**src/rtl/wb_dcache_nway_controller.sv**
```systemverilog
// Control FSM for an N-way set-associative write-back data cache: hit/miss handling,
// victim selection (invalid-first, then per-set round-robin) and a full dirty-line flush sweep.
module wb_dcache_nway_controller #(
  parameter  int NUM_WAYS = 4,
  parameter  int NUM_SETS = 128,
  localparam int WAY_BITS = $clog2(NUM_WAYS),
  localparam int IDX_BITS = $clog2(NUM_SETS)
) (
  input  logic                clk_i,
  input  logic                rst_ni,
  input  logic                lsummu2dcache_req_i,
  input  logic                lsummu2dcache_wr_i,
  output logic                dcache2lsummu_ack_o,
  input  logic                dcache_flush_i,
  input  logic                dmem_sel_i,
  input  logic [IDX_BITS-1:0] req_idx_i,
  input  logic [NUM_WAYS-1:0] way_hit_i,
  input  logic [NUM_WAYS-1:0] way_valid_i,
  input  logic [NUM_WAYS-1:0] way_dirty_i,
  output logic [WAY_BITS-1:0] way_sel_o,
  output logic                cache_wr_o,
  output logic                cache_line_wr_o,
  output logic                cache_line_clean_o,
  output logic                cache_wrb_req_o,
  output logic                flush_active_o,
  output logic [IDX_BITS-1:0] evict_index_o,
  output logic                dcache2mem_req_o,
  output logic                dcache2mem_wr_o,
  input  logic                mem2dcache_ack_i
);

  typedef enum logic [2:0] {
    IDLE,
    READ,
    WRITE,
    ALLOCATE,
    WRITE_BACK,
    FLUSH,
    FLUSH_WB
  } state_e;

  state_e              state_q, state_d;
  logic [WAY_BITS-1:0] victim_q, victim_d;
  logic [IDX_BITS-1:0] evict_idx_q, evict_idx_d;
  logic [WAY_BITS-1:0] flush_way_q, flush_way_d;
  logic [WAY_BITS-1:0] rr_q [NUM_SETS];
  logic                rr_inc;

  logic [WAY_BITS-1:0] hit_way;
  logic                hit_any;
  logic [WAY_BITS-1:0] victim_sel;
  logic                victim_dirty;
  logic                flush_line_dirty;
  logic                last_line;
  logic [IDX_BITS-1:0] adv_idx;
  logic [WAY_BITS-1:0] adv_way;

  // Lowest matching way wins; victim is the lowest invalid way, else the set's rr pointer.
  always_comb begin
    hit_way    = '0;
    victim_sel = rr_q[req_idx_i];
    for (int w = NUM_WAYS - 1; w >= 0; w--) begin
      if (way_hit_i[w]) hit_way = WAY_BITS'(w);
    end
    if (!(&way_valid_i)) begin
      for (int w = NUM_WAYS - 1; w >= 0; w--) begin
        if (!way_valid_i[w]) victim_sel = WAY_BITS'(w);
      end
    end
  end

  assign hit_any          = |way_hit_i;
  assign victim_dirty     = way_valid_i[victim_sel] & way_dirty_i[victim_sel];
  assign flush_line_dirty = way_valid_i[flush_way_q] & way_dirty_i[flush_way_q];
  assign last_line        = (evict_idx_q == IDX_BITS'(NUM_SETS - 1)) &&
                            (flush_way_q == WAY_BITS'(NUM_WAYS - 1));
  assign adv_way          = flush_way_q + WAY_BITS'(1);
  assign adv_idx          = (flush_way_q == WAY_BITS'(NUM_WAYS - 1)) ?
                            evict_idx_q + IDX_BITS'(1) : evict_idx_q;
  assign evict_index_o    = evict_idx_q;

  // Outputs are gated by rst_ni so an asserted reset silences the bus immediately.
  always_comb begin
    state_d             = state_q;
    victim_d            = victim_q;
    evict_idx_d         = evict_idx_q;
    flush_way_d         = flush_way_q;
    rr_inc              = 1'b0;
    dcache2lsummu_ack_o = 1'b0;
    way_sel_o           = '0;
    cache_wr_o          = 1'b0;
    cache_line_wr_o     = 1'b0;
    cache_line_clean_o  = 1'b0;
    cache_wrb_req_o     = 1'b0;
    flush_active_o      = 1'b0;
    dcache2mem_req_o    = 1'b0;
    dcache2mem_wr_o     = 1'b0;
    if (rst_ni) begin
      case (state_q)
        IDLE: begin
          if (dcache_flush_i) begin
            state_d = FLUSH;
          end else if (lsummu2dcache_req_i && dmem_sel_i) begin
            if (hit_any) begin
              way_sel_o = hit_way;
              if (lsummu2dcache_wr_i) begin
                cache_wr_o = 1'b1;
                state_d    = WRITE;
              end else begin
                state_d = READ;
              end
            end else begin
              victim_d  = victim_sel;
              way_sel_o = victim_sel;
              if (victim_dirty) begin
                dcache2mem_req_o = 1'b1;
                dcache2mem_wr_o  = 1'b1;
                cache_wrb_req_o  = 1'b1;
                state_d          = WRITE_BACK;
              end else begin
                state_d = ALLOCATE;
              end
            end
          end
        end
        READ, WRITE: begin
          dcache2lsummu_ack_o = 1'b1;
          way_sel_o           = hit_way;
          state_d             = IDLE;
        end
        WRITE_BACK: begin
          way_sel_o = victim_q;
          if (!dmem_sel_i) begin
            state_d = IDLE;
          end else begin
            dcache2mem_req_o = 1'b1;
            dcache2mem_wr_o  = 1'b1;
            cache_wrb_req_o  = 1'b1;
            if (mem2dcache_ack_i) state_d = ALLOCATE;
          end
        end
        ALLOCATE: begin
          way_sel_o = victim_q;
          if (!dmem_sel_i) begin
            state_d = IDLE;
          end else begin
            dcache2mem_req_o = 1'b1;
            if (mem2dcache_ack_i) begin
              cache_line_wr_o = 1'b1;
              rr_inc          = 1'b1;
              state_d         = IDLE;
            end
          end
        end
        FLUSH: begin
          flush_active_o = 1'b1;
          way_sel_o      = flush_way_q;
          if (flush_line_dirty) begin
            dcache2mem_req_o = 1'b1;
            dcache2mem_wr_o  = 1'b1;
            cache_wrb_req_o  = 1'b1;
            state_d          = FLUSH_WB;
          end else if (last_line) begin
            dcache2lsummu_ack_o = 1'b1;
            evict_idx_d         = '0;
            flush_way_d         = '0;
            state_d             = IDLE;
          end else begin
            evict_idx_d = adv_idx;
            flush_way_d = adv_way;
          end
        end
        FLUSH_WB: begin
          flush_active_o   = 1'b1;
          way_sel_o        = flush_way_q;
          dcache2mem_req_o = 1'b1;
          dcache2mem_wr_o  = 1'b1;
          cache_wrb_req_o  = 1'b1;
          if (mem2dcache_ack_i) begin
            cache_line_clean_o = 1'b1;
            if (last_line) begin
              dcache2lsummu_ack_o = 1'b1;
              evict_idx_d         = '0;
              flush_way_d         = '0;
              state_d             = IDLE;
            end else begin
              evict_idx_d = adv_idx;
              flush_way_d = adv_way;
              state_d     = FLUSH;
            end
          end
        end
        default: state_d = IDLE;
      endcase
    end
  end

  always_ff @(posedge clk_i or negedge rst_ni) begin
    if (!rst_ni) begin
      state_q     <= IDLE;
      victim_q    <= '0;
      evict_idx_q <= '0;
      flush_way_q <= '0;
    end else begin
      state_q     <= state_d;
      victim_q    <= victim_d;
      evict_idx_q <= evict_idx_d;
      flush_way_q <= flush_way_d;
    end
  end

  // One round-robin pointer per set, bumped only when a line fill completes.
  always_ff @(posedge clk_i or negedge rst_ni) begin
    if (!rst_ni) begin
      for (int s = 0; s < NUM_SETS; s++) rr_q[s] <= '0;
    end else if (rr_inc) begin
      rr_q[req_idx_i] <= rr_q[req_idx_i] + WAY_BITS'(1);
    end
  end

endmodule

```
**config.mk**
```make
export PLATFORM = sky130hd
export DESIGN_NAME = wb_dcache_nway_controller
export DESIGN_NICKNAME = d
export VERILOG_FILES = /design/src/rtl/wb_dcache_nway_controller.sv
export SDC_FILE = /design/constraint.sdc
export NUM_CORES = 1
export LEC_CHECK = 0
export ABC_AREA = 1
export ABC_CLOCK_PERIOD_IN_PS = 3400
export CAP_MARGIN = 20
export CORE_AREA = 2 2 163 165
export DETAILED_ROUTE_END_ITERATION = 10
export DIE_AREA = 0 0 165 167
export PLACE_DENSITY = 0.84
export SYNTH_ARGS = -nofsm -noshare
export SYNTH_HDL_FRONTEND = slang
export SYNTH_SLANG_ARGS = --single-unit
```
**constraint.sdc**
```tcl
create_clock -name clk_i -period 3.4 [get_ports clk_i]
set_input_delay 0.85 -clock clk_i [delete_from_list [all_inputs] [get_ports clk_i]]
set_output_delay 0.85 -clock clk_i [all_outputs]
set_load 0.005 [all_outputs]
```
==> results.py <==
metrics = {
    "setup_path": {
        "path_cells": "buf_16 > buf_12 > buf_16 > nand2_1 > nand3_1 > nand2_1 > nor2_1 > nor2_1 > nor2_1 > nand2_1 > nand2_1 > nand2_2 > nor2_8 > nand2_2 > nand2_2 > nand2_4 > nand2_8 > o21ai_4 > a221oi_2 > nor2_1 > buf_2",
        "worst_setup_path_start_kind": "primary input",
        "worstPathArrival_ns": 3.33,
        "cp.required_ns": 2.55,
        "cp_num_buf_inv": 4,
        "critPathCaptureType": "primary output",
        "crit_family": "simple AND/OR/NAND/NOR gates",
        "rrSetupSlack_ns": -0.42,
        "crit_type": "in -> out",
        "cp_slowest_cell": "a221oi_2",
        "critPathMaxStageDelay_ns": 0.32,
        "path_max_fanout": 17,
    },
    "power": {
        "leakage_nw": 8.30,
        "p_int_mw": 5.56,
        "power_frac_seq": 0.428,
        "p_sw_frac": 0.292,
        "p_switching_mw": 2.29,
        "clkPwrFrac": 0.385,
        "pwr-share-comb": 0.187,
        "ir_drop_uv": 381,
        "p_per_area_mw_per_mm2": 436,
    },
    "global_routing": {
        "grt_pass1_wl_mm": 72.3,
        "grt_max_degree": 162,
        "gr-total-overflow": 0,
        "grtUsageTotal": 0.336,
        "antenna_found_initial": 1,
        "grt_pass1_vias": 13800,
    },
    "final_layout": {
        "drive_above_1_share": 0.176,
        "area_growth_pct": 27.0,
        "fillers": 1743,
        "antenna_cells": 0,
        "final_nets": 2054,
        "final_cells": 2376,
    },
    "cts": {
        "cts_tree": "yes",
        "h-tree-depth": 1,
        "cts_buffers": 29,
        "path_clk_slew_ns": 0.07,
        "clock-sinks": 270,
        "clk_latency_ns": 0.56,
        "clock_path_buffers": 3,
        "cts_root_buf": "clkbuf_16",
    },
    "synth": {
        "synth_nets": 1870,
        "yosysTopAreaCellShare": 0.476,
        "synth_warnings": 0,
        "syn-cell-area_mm2": 0.0142,
        "ys_seq_elements": 270,
        "synthArstFlopShare": 1.00,
        "ys.flop_type": "dfrtp_1",
        "syn_avg_cell_area_um2": 7.70,
        "synth_area_leaders": "dfrtp_1 48%, nand2_1 12%, inv_1 7.5%, nor2_1 6.9%, o21a_1 5.1%",
        "yosysUniqueCellTypes": 41,
        "synth_area_leader_cell": "dfrtp_1",
        "synth-edff-count": 0,
        "postSynthCellCount": 1842,
        "seq_area_frac_synth": 0.476,
    },
    "timing": {
        "worst_pin_slew_ns": 1.03,
        "finalSetupTns_ns": -4.27,
        "fin_crit_sh": 1.23,
        "holdWs_ns": 0.393,
        "slew_violations": 0,
        "finalSetupViolCount": 6,
        "rsz0062_at_grt": "true",
        "min_period_ns": 4.18,
        "hold_violations": 0,
        "fmax_ghz": 0.239,
        "layout_setup_ws_ns": -0.778,
        "finClkSkew_ns": 0.0119,
        "relSlewSlack": 0.313,
    },
    "placement": {
        "hpwl_mm": 28.7,
        "port_buffers": 42,
        "gp_congestion": 0.958,
        "dp_cells": 2270,
    },
    "route": {
        "vias": 14300,
        "wirelength_mm": 49.3,
        "ant_nets": 0,
        "drtIter0Drc": 1989,
        "wl_per_cell_um": 20.8,
        "drc": 0,
        "first_pass_iters": 6,
        "vias_per_cell": 6.03,
    },
    "floorplanning": {
        "ios": 43,
        "dieArea_mm2": 0.0276,
        "die_h_um": 167,
        "die_x_um": 165,
        "start_util": 0.551,
        "core_mm2": 0.0258,
        "fp-row-count": 59,
    },
    "flow_run": {
        "cap_violations": 0,
    },
    "outcome": {
        "outcome": "complete, but fails checks",
        "violations": "negative setup slack",
    },
    "hold_path": {
        "hold_path.class": "in -> async",
    },
}
state kept, by name (all words and copies together), names as in the netlist:
name / count
victim_q: 2
evict_index_o: 7
flush_way_q: 2
state_q: 3
rr_q: 256
worst reg2reg max path: cells and delay by family (launching register included):
kind | cells | cell delay (ns)
AND/OR/NAND/NOR | 21 | 1.90
buffers and inverters | 12 | 1.43
flip-flops | 1 | 0.37
final timing paths:
path | startpoint | end | cells after the start
worst min-delay path | rst_ni | rr_q[114] | 2
worst min register to register | rr_q[46] | rr_q[46] | 2
worst max register to register | rr_q[252] | state_q[0] | 33
worst max-delay path | req_idx_i[0] | way_sel_o[0] | 21
max in group asynchronous | rst_ni | rr_q[201] | 3
min in group clk_i | rr_q[46] | rr_q[46] | 2
timing repair:
item                                    4_1_cts  5_1_grt
cloned                                        6        8
endpoints found under the setup margin       95       83
pin swaps                                    59       66
hold buffers                                  0        0
buffers inserted                             40        9
resized for setup                           156       73
synth_stat cells, types with 4 or more instances:
cell,count
nand4_1,5
dfrtp_1,270
inv_2,9
nor3_1,9
nor2_1,260
inv_1,283
buf_6,22
o21a_1,96
a22oi_1,17
o21ai_0,134
a21oi_1,33
o22ai_1,40
buf_4,10
nor2_8,4
nand2_1,464
nand2_2,8
or2_1,4
clkbuf_1,10
buf_2,16
mux2i_1,29
nand3_1,83
nand2_4,6
placed cells by master (no fill, tap or decap), drive strengths merged:
cell type / instances
bufinv: 1
mux2i: 29
clkinv: 5
clkdlybuf4s50: 21
xnor2: 1
dfrtp: 270
clkdlybuf4s15: 1
a22oi: 17
o21ai: 136
o31ai: 1
inv: 294
nand3: 85
ha: 2
nor2: 268
o21a: 96
nor3: 9
clkbuf: 50
bufbuf: 1
dlymetal6s2s: 2
a21oi: 33
nand3b: 1
nand2: 479
nand4: 5
nor4: 2
a311oi: 1
buf: 172
o22ai: 40
nor3b: 1
o211ai: 2
xor2: 2
a221oi: 1
or2: 4
dlygate4sd2: 9
cell type report:
| cell class | instances | area [µm²] | share of cell area |
|---|---|---|---|
| Clock inverter | 3 | 40.0 | 0.00222 |
| Tap cell | 335 | 419 | 0.0233 |
| Inverter | 296 | 1160 | 0.0647 |
| Multi-Input combinational cell | 1215 | 6400 | 0.355 |
| Sequential cell | 270 | 6760 | 0.375 |
| Timing Repair inverter | 1 | 11.3 | 0.000625 |
| Clock buffer | 43 | 828 | 0.0460 |
| Timing Repair Buffer | 213 | 2400 | 0.133 |
logic make-up after synthesis:
group                    Yosys count  share of synthesized area
AO/OA/AOI/OAI                    327                      0.140
buffers and inverters            357                      0.110
multiplexers                      29                     0.0205
flip-flops                       270                      0.476
adder cells (fa/ha/maj)            2                    0.00176
XOR/XNOR                           3                    0.00185
AND/OR/NAND/NOR                  854                      0.250
metrics by stage:
stage	setup slack [ns]	utilization	power (mW)	area, µm²
2_1_floorplan	-0.190	-	4.10	14200
3_3_place_gp	-1.46	0.611	4.57	15700
4_1_cts	-0.433	0.677	7.65	17400
5_1_grt	-1.02	0.699	8.07	18000
3_5_place_dp	-1.53	0.611	4.59	15700
6_report	-0.778	0.699	7.85	18000
power groups by stage:
stage                     registers (mW)  logic [mW]  clock network [mW]
after floorplan                     3.40       0.702                   0
after global placement              3.41        1.17                   0
after detailed placement            3.41        1.18                   0
after CTS                           3.35        1.29                3.00
after global routing                3.37        1.56                3.14
final                               3.36        1.47                3.02
routing by layer:
metal  share of wire  wire, µm  vias up  track usage
met4           0.078      3840        0        0.211
li1                -         -     6161            -
met3            0.12      6030      362       0.0770
met2            0.45     22300     1095        0.520
met5               0         0        -            0
met1            0.35     17200     6701        0.426
No activity file was read; power rests on OpenSTA's default activity.
